## src/rtl/decode_stage_pipe.sv

```systemverilog
// Registered ID stage: decodes one instruction into an ID/EX entry with valid/ready
// handshakes, a per-register load-use scoreboard, branch flush and illegal-type pulse.
module decode_stage_pipe #(
  parameter int  NUM_REGS = 32,
  parameter int  LD_LAT   = 2,
  parameter int  INST_W   = 32,
  localparam int RAW      = $clog2(NUM_REGS),
  localparam int CW       = $clog2(LD_LAT + 1)
) (
  input  logic            clk,
  input  logic            rst_n,
  input  logic            if_valid,
  input  logic [0:INST_W-1] if_inst,
  output logic            id_ready,
  input  logic            flush,
  input  logic            ex_ready,
  output logic            id_valid,
  output logic [0:RAW-1]  ID_rD,
  output logic [0:RAW-1]  ID_rA,
  output logic [0:RAW-1]  ID_rB,
  output logic [0:2]      ID_ppp,
  output logic [0:1]      ID_WW,
  output logic [0:15]     ID_imm,
  output logic            ID_wrEn,
  output logic            ID_memEn,
  output logic            ID_memwrEn,
  output logic            ID_bez,
  output logic            ID_bnez,
  output logic            ID_ldwb,
  output logic            ID_illegal
);

  localparam logic [0:5] OP_RTYPE = 6'b101010;
  localparam logic [0:5] OP_VLD   = 6'b100000;
  localparam logic [0:5] OP_VSD   = 6'b100001;
  localparam logic [0:5] OP_VBEZ  = 6'b100010;
  localparam logic [0:5] OP_VBNEZ = 6'b100011;
  localparam logic [0:5] OP_VNOP  = 6'b111100;

  logic [0:5]     typ_w;
  logic [0:RAW-1] rd_w, ra_w, rb_w;
  logic           ra_zero_w;
  logic           wr_w, mem_w, memwr_w, bez_w, bnez_w, ldwb_w, ill_w;
  logic           src_a_w, src_b_w, src_d_w;

  assign typ_w     = if_inst[0:5];
  assign rd_w      = if_inst[6 +: RAW];
  assign ra_w      = if_inst[11 +: RAW];
  assign rb_w      = if_inst[16 +: RAW];
  assign ra_zero_w = (ra_w == '0);

  always_comb begin
    wr_w    = 1'b0;
    mem_w   = 1'b0;
    memwr_w = 1'b0;
    bez_w   = 1'b0;
    bnez_w  = 1'b0;
    ldwb_w  = 1'b0;
    ill_w   = 1'b0;
    src_a_w = 1'b0;
    src_b_w = 1'b0;
    src_d_w = 1'b0;
    case (typ_w)
      OP_RTYPE: begin wr_w = 1'b1; src_a_w = 1'b1; src_b_w = 1'b1; end
      OP_VLD:   begin mem_w = ra_zero_w; ldwb_w = ra_zero_w; end
      OP_VSD:   begin mem_w = ra_zero_w; memwr_w = ra_zero_w; src_d_w = 1'b1; end
      OP_VBEZ:  begin bez_w = ra_zero_w; src_d_w = 1'b1; end
      OP_VBNEZ: begin bnez_w = ra_zero_w; src_d_w = 1'b1; end
      OP_VNOP:  ;
      default:  ill_w = 1'b1;
    endcase
  end

  // ID/EX entry registers
  logic           valid_q, valid_d;
  logic [0:RAW-1] rd_q, ra_q, rb_q;
  logic [0:2]     ppp_q;
  logic [0:1]     ww_q;
  logic [0:15]    imm_q;
  logic           wr_q, mem_q, memwr_q, bez_q, bnez_q, ldwb_q, ill_q;

  logic [CW-1:0]     cnt_q [NUM_REGS];
  logic [CW-1:0]     cnt_d [NUM_REGS];
  logic [NUM_REGS-1:0] busy_w;
  logic              hazard_w, ex_hs_w, cap_w, ld_set_w;

  // A register is busy while its load-use counter runs or while a load to it sits in ID
  for (genvar gi = 0; gi < NUM_REGS; gi++) begin : g_sb
    assign busy_w[gi] = (cnt_q[gi] != '0) || (valid_q && ldwb_q && (rd_q == RAW'(gi)));
    assign cnt_d[gi]  = (ld_set_w && (rd_q == RAW'(gi))) ? CW'(LD_LAT) :
                        (cnt_q[gi] != '0) ? cnt_q[gi] - 1'b1 : cnt_q[gi];
  end

  assign hazard_w = (src_a_w && (ra_w != '0) && busy_w[ra_w]) ||
                    (src_b_w && (rb_w != '0) && busy_w[rb_w]) ||
                    (src_d_w && (rd_w != '0) && busy_w[rd_w]);

  assign id_ready = (!valid_q || ex_ready) && !hazard_w;
  assign id_valid = valid_q && !flush;
  assign ex_hs_w  = id_valid && ex_ready;
  assign cap_w    = if_valid && id_ready && !flush;
  assign ld_set_w = ex_hs_w && ldwb_q && (rd_q != '0);

  always_comb begin
    valid_d = valid_q;
    if (flush)        valid_d = 1'b0;
    else if (cap_w)   valid_d = 1'b1;
    else if (ex_hs_w) valid_d = 1'b0;
  end

  always_ff @(posedge clk or negedge rst_n) begin
    if (!rst_n) begin
      valid_q <= 1'b0;
      rd_q    <= '0;
      ra_q    <= '0;
      rb_q    <= '0;
      ppp_q   <= '0;
      ww_q    <= '0;
      imm_q   <= '0;
      wr_q    <= 1'b0;
      mem_q   <= 1'b0;
      memwr_q <= 1'b0;
      bez_q   <= 1'b0;
      bnez_q  <= 1'b0;
      ldwb_q  <= 1'b0;
      ill_q   <= 1'b0;
      for (int i = 0; i < NUM_REGS; i++) cnt_q[i] <= '0;
    end else begin
      valid_q <= valid_d;
      ill_q   <= cap_w && ill_w;
      cnt_q   <= cnt_d;
      if (cap_w) begin
        rd_q    <= rd_w;
        ra_q    <= ra_w;
        rb_q    <= rb_w;
        ppp_q   <= if_inst[21:23];
        ww_q    <= if_inst[24:25];
        imm_q   <= if_inst[16:31];
        wr_q    <= wr_w;
        mem_q   <= mem_w;
        memwr_q <= memwr_w;
        bez_q   <= bez_w;
        bnez_q  <= bnez_w;
        ldwb_q  <= ldwb_w;
      end
    end
  end

  assign ID_rD      = rd_q;
  assign ID_rA      = ra_q;
  assign ID_rB      = rb_q;
  assign ID_ppp     = ppp_q;
  assign ID_WW      = ww_q;
  assign ID_imm     = imm_q;
  assign ID_wrEn    = wr_q;
  assign ID_memEn   = mem_q;
  assign ID_memwrEn = memwr_q;
  assign ID_bez     = bez_q;
  assign ID_bnez    = bnez_q;
  assign ID_ldwb    = ldwb_q;
  assign ID_illegal = ill_q;

endmodule

```

## config.mk

```make
export PLATFORM = sky130hd
export DESIGN_NAME = decode_stage_pipe
export DESIGN_NICKNAME = d
export VERILOG_FILES = /design/src/rtl/decode_stage_pipe.sv
export SDC_FILE = /design/constraint.sdc
export NUM_CORES = 1
export LEC_CHECK = 0
export BUFFER_PORTS_ARGS = -buffer_cell sky130_fd_sc_hd__buf_2
export CAP_MARGIN = 20
export CORE_ASPECT_RATIO = 0.7
export CORE_MARGIN = 3
export CORE_UTILIZATION = 59
export CTS_CLUSTER_DIAMETER = 60
export DETAILED_ROUTE_END_ITERATION = 16
export PLACE_DENSITY = 0.81
export SYNTH_ARGS = -nofsm -noshare
export SYNTH_HDL_FRONTEND = slang
export SYNTH_SLANG_ARGS = --single-unit
```

## constraint.sdc

```tcl
create_clock -name clk -period 3.4 [get_ports clk]
set_clock_uncertainty 0.15 [all_clocks]
set_input_delay 0 -clock clk [delete_from_list [all_inputs] [get_ports clk]]
set_output_delay 0 -clock clk [all_outputs]
set_load 0.01 [all_outputs]
```

After elaboration in Yosys (flattened, before gate mapping)
Cells that the tools add are included.
{"block": "word_totals", "ff_bits": 108, "input_bits": 37, "wordCells": 390, "out_inout_bits": 45}
{"block": "op_classes", "muxes": 81, "reduce_logical": 191, "eq_ne": 37, "add_sub_neg": 32, "order_cmp": 3}
{"op": "$mux 2", "count": 64}
{"op": "$reduce_bool 2->1", "count": 64}
{"op": "$eq 5x5->1 const B", "count": 16}
{"op": "$logic_and 1x1->1", "count": 79}
{"op": "$sub 2x1->2 const B", "count": 32}
{"op": "$eq 5x4->1 const B", "count": 8}
{"op": "$eq 6x6->1 const B", "count": 6}
{"op": "$logic_or 1x1->1", "count": 35}
{"op": "$eq 5x3->1 const B", "count": 4}
{"op": "$reduce_bool 5->1", "count": 4}
{"op": "$lt 5x6->1 const B", "count": 3}
{"op": "$bmux 1 s5", "count": 3}
{"op": "$mux 1", "count": 14}
{"op": "$eq 5x2->1 const B", "count": 2}
{"op": "$logic_not 5->1", "count": 2}
{"op": "$reduce_or 6->1", "count": 1}
{"op": "$eq 5x1->1 const B", "count": 1}
{"op": "$logic_not 1->1", "count": 3}
{"op": "$reduce_bool 3->1", "count": 1}
{"op": "$reduce_or 3->1", "count": 1}
{"op": "$reduce_or 2->1", "count": 1}

Logic depth before layout (Yosys ltp)
{"block": "depth", "depth_word": 14, "depth_mapped": 11}

Worst setup path before layout
OpenSTA, ideal clock, no wires.
{"block": "synth_path", "path_kind": "flip-flop to flip-flop", "start": "register rd_q, in the netlist ID_rD[3]", "end": "register ww_q, in the netlist ID_WW[1]", "n_path_buf": 2, "period_less_slack_ps": 3109, "required_ps": 3125, "t_arrival_ps": 2834, "stages_incl_launch_ff": 11, "slack_ps": 291, "cell_sequence": "dfrtp_1 buf_4 or4b_1 o21ai_0 mux4_2 a221o_1 a31oi_2 o21ai_2 nor4_4 buf_6 mux2_4"}
{"block": "synth_between", "elab_chain_len": 12, "elab_cells_between_ends": 111, "cone_classes": "eq/ne: 31; mux: 6; reduce/logical: 74"}
{"item": "start, declared", "line": "76", "text": "logic [0:RAW-1] rd_q, ra_q, rb_q;"}
{"item": "start signal, assigned", "line": "133", "text": "rd_q <= rd_w;"}
{"item": "$eq 5x1->1 (tied with other cells)", "line": "89", "text": "assign busy_w[gi] = (cnt_q[gi] != '0) || (valid_q && ldwb_q && (rd_q == RAW'(gi)));"}
{"item": "$logic_and 1x1->1", "line": "89"}
{"item": "$logic_or 1x1->1", "line": "89"}
{"item": "$bmux 1 s5 (on tied branches)", "line": "94, 95"}
{"item": "$mux 1 (on tied branches)", "line": "94, 95"}
{"item": "$logic_and 1x1->1 (on tied branches)", "line": "94, 95"}
{"item": "$logic_or 1x1->1", "line": "94", "text": "assign hazard_w = (src_a_w && (ra_w != '0) && busy_w[ra_w]) ||"}
{"item": "$logic_or 1x1->1 *", "line": "95", "text": "(src_b_w && (rb_w != '0) && busy_w[rb_w]) ||"}
{"item": "$logic_not 1->1 *", "line": "98", "text": "assign id_ready = (!valid_q || ex_ready) && !hazard_w;"}
{"item": "$logic_and 1x1->1 *", "line": "98"}
{"item": "$logic_and 1x1->1 * (2 in a row)", "line": "101", "text": "assign cap_w = if_valid && id_ready && !flush;"}
{"item": "end signal, assigned", "line": "137", "text": "ww_q <= if_inst[24:25];"}
{"item": "end, declared", "line": "78", "text": "logic [0:1] ww_q;"}
Mark *: on every way between the ends. The rest lies on a longest branch, timed or not. The select of a mux whose other input is x is not followed.
A chain may end at the register's enable or synchronous reset.

Worst setup path in the final report
{"block": "layout_path", "start": "register valid_q", "end": "register imm_q, in the netlist ID_imm[8]"}
{"block": "layout_between", "elab_chain_len": 12, "elab_cells_between_ends": 82, "cone_classes": "mux: 6; reduce/logical: 76"}
{"item": "start, declared", "line": "75", "text": "logic valid_q, valid_d;"}
{"item": "start signal, assigned", "line": "129", "text": "valid_q <= valid_d;"}
{"item": "$logic_and 1x1->1 (2 in a row)", "line": "89"}
{"item": "$logic_or 1x1->1", "line": "89"}
{"item": "$bmux 1 s5 (on tied branches)", "line": "94, 95"}
{"item": "$mux 1 (on tied branches)", "line": "94, 95"}
{"item": "$logic_and 1x1->1 (on tied branches)", "line": "94, 95"}
{"item": "$logic_or 1x1->1", "line": "94"}
{"item": "$logic_or 1x1->1", "line": "95"}
{"item": "$logic_not 1->1", "line": "98"}
{"item": "$logic_and 1x1->1 *", "line": "98"}
{"item": "$logic_and 1x1->1 * (2 in a row)", "line": "101"}
{"item": "end signal, assigned", "line": "138", "text": "imm_q <= if_inst[16:31];"}
{"item": "end, declared", "line": "79", "text": "logic [0:15] imm_q;"}
Marked as above.

==> impl_metrics.env <==
export IMPL_status="finished with violations"
export IMPL_violations="negative hold slack, negative setup slack"
export IMPL_use_met1_pct=46.2
export IMPL_ys_flop_type="dfrtp_1"
export IMPL_use_met3_pct=9.52
export IMPL_start_kind="register"
export IMPL_post_drt_via_cell_ratio=6.32
export IMPL_slew_viol_final=0
export IMPL_synthArstFlopShare_pct=100
export IMPL_tritoncts="built"
export IMPL_path_buf_inv=5
export IMPL_setup_ws_ps=-19.8
export IMPL_hp_class="primary input to register"
export IMPL_power_density_mw_per_mm2=769
export IMPL_diodes=0
export IMPL_first_pass_iters=5
export IMPL_place_hpwl_mm=15.5
export IMPL_reg2reg_depth=13
export IMPL_boundaryPins=82
export IMPL_antenna_found_initial=0
export IMPL_post_route_min_period_ps=3420
export IMPL_place_congestion=1.05
export IMPL_critPathSlowestCell="dfrtp_1"
export IMPL_core_mm2=0.0105
export IMPL_path_class="register to register"
export IMPL_dieHeight_um=93.6
export IMPL_io_buffer_count=81
export IMPL_synth_cell_types=70
export IMPL_final_cell_mix="96 x dfrtp_1, 80 x buf_2, 73 x inv_1"
export IMPL_clock_latency_ps=350
export IMPL_path_delay_family="buffers and inverters"
export IMPL_cts_sinks=98
export IMPL_syn_nets=738
export IMPL_first_iter_violations=614
export IMPL_overflow=0
export IMPL_regToRegSetupSlack_ps=-20
export IMPL_antenna_left=0
export IMPL_drive_above_1_share_pct=26.9
export IMPL_p_leak_nw=3.73
export IMPL_r2r_end="ID_imm[8]$_DFFE_PN0P_"
export IMPL_vdd_drop_max_mv=0.455
export IMPL_die_area_mm2=0.0123
export IMPL_cp_slowest_stage_delay_ps=530
export IMPL_maxSlewHeadroom_pct=44.0
export IMPL_max_freq_ghz=0.292
export IMPL_routed_via_count=6053
export IMPL_synth_seq_cells=98
export IMPL_drc=0
export IMPL_finalCritPeriodShare_pct=101
export IMPL_totalWireLength_mm=21.2
export IMPL_num_rows=31
export IMPL_cap_violations=0
export IMPL_final_hold_viol_count=1
export IMPL_nNetsFinal=874
export IMPL_grtUsageTotal_pct=33.8
export IMPL_hold_start="if_inst[19]"
export IMPL_worst_pin_slew_ps=833
export IMPL_final_common_cell="dfrtp_1"
export IMPL_syn_cell_area_mm2=0.00647
export IMPL_grt_pass1_wl_mm=32.3
export IMPL_timing_rr_start="valid_q$_DFFE_PN0P_"
export IMPL_min_to="ID_rB[3]$_DFFE_PN0P_"
export IMPL_clockRootBuffer="clkbuf_16"
export IMPL_cp_data_arrival_time_ps=3500
export IMPL_cp_max_fo=12
export IMPL_hold_worst_slack_ps=-5.63
export IMPL_dp_slack_ps=66.9
export IMPL_grt_max_degree=51
export IMPL_grt_use_met2_pct=53.8
export IMPL_syn_inst=668
export IMPL_place_inst=903
export IMPL_final_cell_count_no_fill=957
export IMPL_path_cells="buf_4 -> nand3_1 -> buf_4 -> o21ai_0 -> o221ai_1 -> o22ai_1 -> nor4b_1 -> buf_4 -> nor4_4 -> nor4_4 -> buf_6 -> clkbuf_16 -> mux2_4"
export IMPL_synth_edf_count=0
export IMPL_cp_end_kind="register"
export IMPL_clkTransAtPathRegs_ps=80
export IMPL_cpMostUsedCell="buf_4"
export IMPL_synth_warnings=0
export IMPL_hold_path_depth=2
export IMPL_die_width_um=131
export IMPL_critPathRequiredTime_ps=3480
export IMPL_grt_busiest_layer="met2"
export IMPL_clk_path_buf_depth=2
export IMPL_routedWlPerCell_um=22.1
export IMPL_htreeDepth=3
export IMPL_areaGrowthSynthToFinish_pct=22.9
export IMPL_synth_seq_area_share_pct=37.9
export IMPL_cts_made_buffers=9
export IMPL_synth_area_per_cell_um2=9.68
export IMPL_grt_pass1_vias=5894
export IMPL_setup_viol=6
export IMPL_start_util_pct=61.5
## metal layers
metal / up-vias / routed length, um / share of wire (%)
met5: - / 0 / 0
met4: 0 / 452 / 2.1
met3: 53 / 2240 / 11
met2: 372 / 9680 / 46
met1: 2960 / 8800 / 42
li1: 2668 / - / -
## timing repair
| action | 4_1_cts | 5_1_grt |
|---|---|---|
| buffers inserted | 0 | 7 |
| hold buffers | 30 | 0 |
| resized for setup | 0 | 24 |
| hold endpoints to repair | 76 | 0 |
| setup endpoints to repair | 0 | 35 |
## flip-flops by register name, indices dropped and copies added, names as in the netlist
| register | count |
|---|---|
| cnt_q | 64 |
| ID_imm | 8 |
| ID_rA | 5 |
| ID_rB | 5 |
| ID_rD | 5 |
| ID_ppp | 2 |
| ID_WW | 1 |
| ID_bez | 1 |
| ID_bnez | 1 |
| ID_illegal | 1 |
| ID_ldwb | 1 |
| ID_memEn | 1 |
| ID_memwrEn | 1 |
| ID_wrEn | 1 |
| valid_q | 1 |
## cell type report
type                       count  area [um2]
timing repair buffer         168        1180
sequential                    98        2450
multi-input combinational    454        3550
clock inverter                 6        61.3
tap                          148         185
fill                         746        2560
inverter                      73         274
clock buffer                  10         239
## how the worst max path moves through the flow
stage                    startpoint                    end  slack, ps  cells past startpoint
4_1_cts        ID_rD[1]$_DFFE_PN0P_   ID_rA[2]$_DFFE_PN0P_         40                     10
2_1_floorplan  ID_rD[3]$_DFFE_PN0P_   ID_WW[1]$_DFFE_PN0P_        290                     10
3_3_place_gp   ID_rD[1]$_DFFE_PN0P_   ID_rD[3]$_DFFE_PN0P_         70                     10
6_report        valid_q$_DFFE_PN0P_  ID_imm[8]$_DFFE_PN0P_        -20                     13
5_1_grt        ID_rD[1]$_DFFE_PN0P_  ID_imm[8]$_DFFE_PN0P_        -30                     11
3_5_place_dp   ID_rD[1]$_DFFE_PN0P_   ID_rA[2]$_DFFE_PN0P_         70                     11
## logic make-up after synthesis
| logic type | Yosys count | share of synthesized area, % |
|---|---|---|
| AND/OR/NAND/NOR | 182 | 15.2 |
| AO/OA/AOI/OAI | 158 | 17.6 |
| buffers and inverters | 116 | 8.26 |
| flip-flops | 98 | 37.9 |
| multiplexers | 47 | 10.0 |
| XOR/XNOR | 34 | 4.60 |
| adder cells (fa/ha/maj) | 33 | 6.38 |
## cell usage after synthesis (all sizes together), types with 16 or more instances
library cell | number | area share, %
mux2 | 32 | 7.1
o31ai | 18 | 2.1
nor2 | 34 | 2.0
o221ai | 32 | 4.3
buf | 27 | 2.9
nand2 | 59 | 3.4
a21oi | 34 | 2.6
clkbuf | 16 | 1.1
xor2 | 32 | 4.3
dfrtp | 98 | 38
o21ai | 21 | 1.7
ha | 33 | 6.4
inv | 73 | 4.2
## per-stage QoR
stage / utilization, % / area, um2 / setup TNS [ps] / total power [mW]
2_1_floorplan: - / 6470 / 0 / 3.91
3_3_place_gp: 68.3 / 7180 / 0 / 4.72
3_5_place_dp: 68.3 / 7180 / 0 / 4.90
4_1_cts: 74.0 / 7780 / 0 / 5.98
5_1_grt: 75.6 / 7950 / -238 / 6.49
6_report: 75.6 / 7950 / -51.3 / 6.12
## power by group
part	switching (mW)	internal, mW
Clock	0.500	0.534
Combinational	1.73	1.40
Sequential	0.299	1.65
Note: power is estimated with default switching activity, not from simulation.
